$ cat config.mk
export PLATFORM = sky130hd
export DESIGN_NAME = cpu_step_controller
export DESIGN_NICKNAME = d
export VERILOG_FILES = /design/src/rtl/cpu_step_controller.sv
export SDC_FILE = /design/constraint.sdc
export NUM_CORES = 1
export LEC_CHECK = 0
export BUFFER_PORTS_ARGS = -buffer_cell sky130_fd_sc_hd__buf_4
export CAP_MARGIN = 10
export CORE_MARGIN = 4
export CORE_UTILIZATION = 32
export CTS_CLUSTER_DIAMETER = 60
export DETAILED_ROUTE_END_ITERATION = 16
export PLACE_DENSITY = 0.52
export SYNTH_ARGS = -nofsm -noshare
export SYNTH_HDL_FRONTEND = slang
export SYNTH_HIERARCHICAL = 1
export SYNTH_SLANG_ARGS = --single-unit
export TNS_END_PERCENT = 5
$ cat constraint.sdc
create_clock -name clk -period 6.05 [get_ports clk]
set_input_delay 0 -clock clk [delete_from_list [all_inputs] [get_ports clk]]
set_output_delay 0 -clock clk [all_outputs]
set_load 0.02 [all_outputs]
$ cat src/rtl/cpu_step_controller.sv
// Debounced step/run buttons drive a one-cycle PC advance strobe, with jump-to-self halt detection.
// Optional PC breakpoint stop in RUN is compiled in with `define CPU_STEP_BREAKPOINT_EN.

module cpu_step_debounce #(
   parameter logic [15:0] DB_CYCLES = 16'd50000
) (
   input  logic clk,
   input  logic reset,
   input  logic btn_i,
   output logic pulse_o
);
   logic        sync1_q;
   logic        sync2_q;
   logic        level_q;
   logic        level_prev_q;
   logic [15:0] cnt_q;

   // The level only flips after DB_CYCLES consecutive synchronized samples disagree with it.
   always_ff @(posedge clk) begin
      if (reset) begin
         sync1_q      <= 1'b0;
         sync2_q      <= 1'b0;
         level_q      <= 1'b0;
         level_prev_q <= 1'b0;
         cnt_q        <= '0;
      end else begin
         sync1_q      <= btn_i;
         sync2_q      <= sync1_q;
         level_prev_q <= level_q;
         if (sync2_q == level_q) begin
            cnt_q <= '0;
         end else if (cnt_q == DB_CYCLES - 16'd1) begin
            cnt_q   <= '0;
            level_q <= sync2_q;
         end else begin
            cnt_q <= cnt_q + 16'd1;
         end
      end
   end

   assign pulse_o = level_q & ~level_prev_q;
endmodule

module cpu_step_controller #(
   parameter logic [15:0] DB_CYCLES = 16'd50000,
   parameter logic [23:0] RUN_DIV   = 24'd5000000
) (
   input  logic        clk,
   input  logic        reset,
   input  logic        btn_step,
   input  logic        btn_run,
   input  logic [4:0]  pc,
   input  logic [4:0]  next_pc,
   input  logic [4:0]  bp_addr,
   output logic        advance,
   output logic        running,
   output logic        halted,
   output logic        bp_hit,
   output logic [15:0] instr_count
);
   typedef enum logic [1:0] {S_IDLE, S_STEP, S_RUN, S_HALT} state_t;

   state_t      state_q;
   logic [23:0] presc_q;
   logic        advance_q;
   logic        running_q;
   logic        halted_q;
   logic [15:0] instr_count_q;
   logic        step_p;
   logic        run_p;
   logic        self_jump;
   logic        run_tick;

   cpu_step_debounce #(.DB_CYCLES(DB_CYCLES)) u_db_step (
      .clk(clk), .reset(reset), .btn_i(btn_step), .pulse_o(step_p)
   );
   cpu_step_debounce #(.DB_CYCLES(DB_CYCLES)) u_db_run (
      .clk(clk), .reset(reset), .btn_i(btn_run), .pulse_o(run_p)
   );

   assign self_jump = (next_pc == pc);
   assign run_tick  = (presc_q == RUN_DIV - 24'd1);

`ifdef CPU_STEP_BREAKPOINT_EN
   logic bp_hit_q;
   logic bp_match;
   assign bp_match = (next_pc == bp_addr);
   assign bp_hit   = bp_hit_q;
`else
   logic unused_bp;
   assign unused_bp = ^bp_addr;
   assign bp_hit    = 1'b0;
`endif

   always_ff @(posedge clk) begin
      if (reset) begin
         state_q       <= S_IDLE;
         presc_q       <= '0;
         advance_q     <= 1'b0;
         running_q     <= 1'b0;
         halted_q      <= 1'b0;
         instr_count_q <= '0;
`ifdef CPU_STEP_BREAKPOINT_EN
         bp_hit_q      <= 1'b0;
`endif
      end else begin
         advance_q <= 1'b0;
`ifdef CPU_STEP_BREAKPOINT_EN
         if ((step_p || run_p) && state_q != S_HALT) begin
            bp_hit_q <= 1'b0;
         end
`endif
         case (state_q)
            S_IDLE: begin
               if (run_p) begin
                  state_q   <= S_RUN;
                  running_q <= 1'b1;
                  presc_q   <= '0;
               end else if (step_p) begin
                  state_q <= S_STEP;
               end
            end
            S_STEP: begin
               if (self_jump) begin
                  state_q  <= S_HALT;
                  halted_q <= 1'b1;
               end else begin
                  state_q       <= S_IDLE;
                  advance_q     <= 1'b1;
                  instr_count_q <= instr_count_q + 16'd1;
               end
            end
            S_RUN: begin
               // A pause press takes priority over a prescaler tick in the same cycle.
               if (run_p) begin
                  state_q   <= S_IDLE;
                  running_q <= 1'b0;
                  presc_q   <= '0;
               end else if (run_tick) begin
                  presc_q <= '0;
                  if (self_jump) begin
                     state_q   <= S_HALT;
                     running_q <= 1'b0;
                     halted_q  <= 1'b1;
                  end else begin
                     advance_q     <= 1'b1;
                     instr_count_q <= instr_count_q + 16'd1;
`ifdef CPU_STEP_BREAKPOINT_EN
                     if (bp_match) begin
                        state_q   <= S_IDLE;
                        running_q <= 1'b0;
                        bp_hit_q  <= 1'b1;
                     end
`endif
                  end
               end else begin
                  presc_q <= presc_q + 24'd1;
               end
            end
            default: begin
            end
         endcase
      end
   end

   assign advance     = advance_q;
   assign running     = running_q;
   assign halted      = halted_q;
   assign instr_count = instr_count_q;
endmodule

==> out/summary.txt <==
========================================================================================================
Combinational family with the most area after synthesis                                     simple AND/OR/NAND/NOR gates
Number of hold-slack violations in the final timing report                                             0
Post-synthesis cell count                                                                            451
Startpoint class of the critical path                                                          flip-flop
Worst stage delay on the critical path                                                           0.56 ns
Number of vias after detailed routing                                                               3233
Endpoint required time on the critical path                                                      6.32 ns
Ratio of total power to cell area                                                            264 nW/um^2
Number of buffers created by CTS                                                                       9
HPWL after detailed placement                                                                    5650 um
Routed wire length on met3                                                                        312 um
Setup_tns                                                                                           0 ns
Post-synth cell types                                                                                 51
Share of power burned in the clock network                                                         0.442
Die ar.                                                                                      14500 sq um
Number of storage elements in the synthesis netlist                                                   85
Number of design-rule violations left by the first detailed-router iteration                         140
Final critical path time including I/O delays and setup                                          2.74 ns
Global-route usage over all layers                                                                 0.119
Proportion of synthesized chip area in sequential cells                                            0.421
Area growth from synthesis to layout                                                               17.5%
Top area cells in the synthesized netlist                                                   dfxtp_1, xnor2_1, nor2_1
Post-synthesis compound-gate area fraction                                                        0.0830
Timing-limited maximum frequency                                                               0.365 GHz
Number of hold buffers added after CTS                                                                 2
Vias in the first global route                                                                      3075
Cell Rows                                                                                             40
Slowest stage cell on the critical path                                                            or4_4
Area of the placeable core                                                                   12200 sq um
Internal power component                                                                      0.000946 W
Power spent charging and discharging nets                                                     0.000306 W
RSZ-0062 raised after global routing                                                               false
Dominant cell type by count on the critical path                                                   or4_4
Cells along the critical path                                                               or4_4 > or4_4 > o32a_4 > or4_1 > a21oi_1
Post-route ant nets                                                                                    0
Most frequent cells in the layout                                                           dfxtp_1, nor2_1, xnor2_1, buf_4, nand3_1
Worst-case register-to-register setup slack                                                      3.31 ns
Synth warn                                                                                             6
Number of stages on the worst hold path                                                                2
Count of instances resized after the clock tree is built                                               0
Sinks on the clock net                                                                                85
Number of design rule violations left after detail routing                                             0
Standby leakage power                                                                            1.57 nW
Via density per instance                                                                            4.93
Sequential power share                                                                             0.459
Post-Synth Adder-Cell Area                                                                        0.0248
Buffers on Ports                                                                                      32
Setup crit end kind                                                                            flip-flop
CTS tree                                                                                            done
IO Pins                                                                                               39
Total standard cell area after synthesis                                                      4040 sq um
Max capacitance violation total                                                                        0
Number of cells on the worst reg-to-reg path                                                           5
Post-Synth Simple-Gate Area                                                                        0.308
Worst min-delay path category                                                               primary input to flip-flop
Combinational cell fraction of total power                                                         0.099
Area taken by multi-input logic gates                                                         2220 sq um
Slew at the pin closest to its max-slew limit                                                    1.01 ns
Number of inserted diodes                                                                              0
Net count of the finished layout                                                                     510
Arrival time reported for the critical path endpoint                                             3.00 ns
Run status                                                                                     completed
Top layer in use                                                                                    met4
Max_slew headroom                                                                                  0.321
Wire length the detailed router placed on met1                                                   3940 um
CP Class                                                                                    flip-flop to flip-flop
Commonest non-fill, non-tap cell in the layout                                                   dfxtp_1
# fillers                                                                                           1247
Proportion of register bits with asynchronous set or reset after synthesis                             0
Clock latency on the worst-skew pair                                                             0.34 ns
Average wire per standard cell                                                                   12.4 um
Maximum number of pins on one net before global-route repair                                          35
Die Span X                                                                                        120 um
Number of enable-type register cells in the synthesized netlist                                        0
CTS max path bufs                                                                                      2
Initial core utilization                                                                           0.332
XOR/XNOR Fraction of Synth Area                                                                    0.121
Vertical die dimension                                                                            120 um
Max rail drop VDD                                                                                 202 uV
Final worst-path cycle share                                                                       0.452
Top flip-flop cell by instance count after synthesis                                             dfxtp_1
Cell taking the most area after synthesis                                                        dfxtp_1
Post-Synthesis Mean Instance Area                                                             8.95 sq um
DRT Pass-1 Iters                                                                                       4
Post-detailed-routing wire length                                                                8140 um
# Post-CTS Setup Buffers                                                                               0
Gr ovfl total                                                                                          0
Deepest level of the CTS H-tree                                                                        3
Area share of the largest cell type after synthesis                                                0.421
Final Max Slew Viols                                                                                   0
Switching part of the total power                                                                  0.245
Synthesized netlist net count                                                                        478
Mux share of post-synthesis cell area                                                             0.0127
Critical Path Fanout Max                                                                              33
Setup clock skew after layout                                                                 0.00711 ns
Number of antenna violations at the first check in global routing                                      0
First-pass GRT wire length                                                                      14200 um
Met2 wire len                                                                                    3760 um
Fraction of final layout cells sized beyond drive strength 1                                       0.141
Root Driver                                                                                    clkbuf_16
Post-CTS clock slew at the launch and capture registers of the worst setup and hold paths        0.06 ns
Fin Hold WS                                                                                    0.0666 ns
Number of endpoints failing setup at the final stage                                                   0
Area used by sequential logic in the layout                                                   1700 sq um
Placer's final routability congestion estimate                                                     0.738
========================================================================================================
==> path summary, 6_finish.rpt <==
kind | from | to
setup reg to reg | presc_q[20] | instr_count[4]
hold / removal | reset | u_db_run/level_q
setup / recovery | presc_q[20] | instr_count[4]
hold reg to reg | u_db_step/sync1_q | u_db_step/sync2_q
==> state kept, by name (all words and copies together) (netlist names), 2 cells and up <==
register / flops
state_q: 2
instr_count: 16
u_db_run/cnt_q: 16
u_db_step/cnt_q: 16
presc_q: 24
==> power groups by stage <==
stage	registers [W]	logic, W	clock network, W
3_3_place_gp	0.000588	0.000122	0
6_report	0.000575	0.000124	0.000553
5_1_grt	0.000577	0.000140	0.000593
4_1_cts	0.000575	0.000125	0.000572
3_5_place_dp	0.000588	0.000124	0
2_1_floorplan	0.000591	0.0000938	0
==> Yosys cell counts (5+ instances only) <==
cell       n
nand4_1   20
nor2b_1   10
ha_1       8
xnor2_1   34
nor4_2     6
a21oi_1   19
and3_1     7
or3_1      5
dfxtp_1   85
clkbuf_1   9
o31ai_1   13
xor2_1    22
o21ai_0    8
nand3_1   24
nor4_1     6
inv_1      8
nor2_1    68
or4_1     13
nor3_1    13
nand2_1   22
==> worst max-delay path, delay by kind of cell (launching register included) <==
family | cells | cell delay (ns)
AO/OA/AOI/OAI | 2 | 0.68
flip-flops | 1 | 0.34
AND/OR/NAND/NOR | 3 | 1.66
==> layer usage <==
| metal | GRT usage | vias to the layer above |
|---|---|---|
| li1 | - | 1670 |
| met5 | 0 | - |
| met1 | 0.155 | 1515 |
| met4 | 0.0404 | 0 |
| met3 | 0.0337 | 9 |
| met2 | 0.189 | 39 |
==> stage by stage <==
stage | setup slack [ns] | cell area, sq um | std cells | power, W | utilization
3_5_place_dp | 3.30 | 4420 | 638 | 0.000712 | 0.364
4_1_cts | 3.29 | 4740 | 656 | 0.00127 | 0.390
6_report | 3.31 | 4740 | 656 | 0.00125 | 0.390
3_3_place_gp | 3.31 | 4420 | 638 | 0.000710 | 0.364
5_1_grt | 3.03 | 4740 | 656 | 0.00131 | 0.390
2_1_floorplan | 3.45 | 4040 | 451 | 0.000684 | -
==> cells by family after synthesis <==
| family | count (synthesis) |
|---|---|
| DFF | 85 |
| adders and majority gates | 8 |
| xor gates and xnor gates | 56 |
| muxes | 5 |
| and+or+nand+nor | 222 |
| other | 1 |
| AOI/OAI and AO/OA | 51 |
| buffers and inverters | 23 |
==> final cells by class <==
class                      count  share of cell area
clock inverter                 6              0.0132
timing repair buffer          36              0.0580
inverter                       8             0.00633
multi-input combinational    343               0.469
sequential                    85               0.359
tap                          168              0.0443
clock buffer                  10              0.0504
No activity file was read; power rests on OpenSTA's default activity.
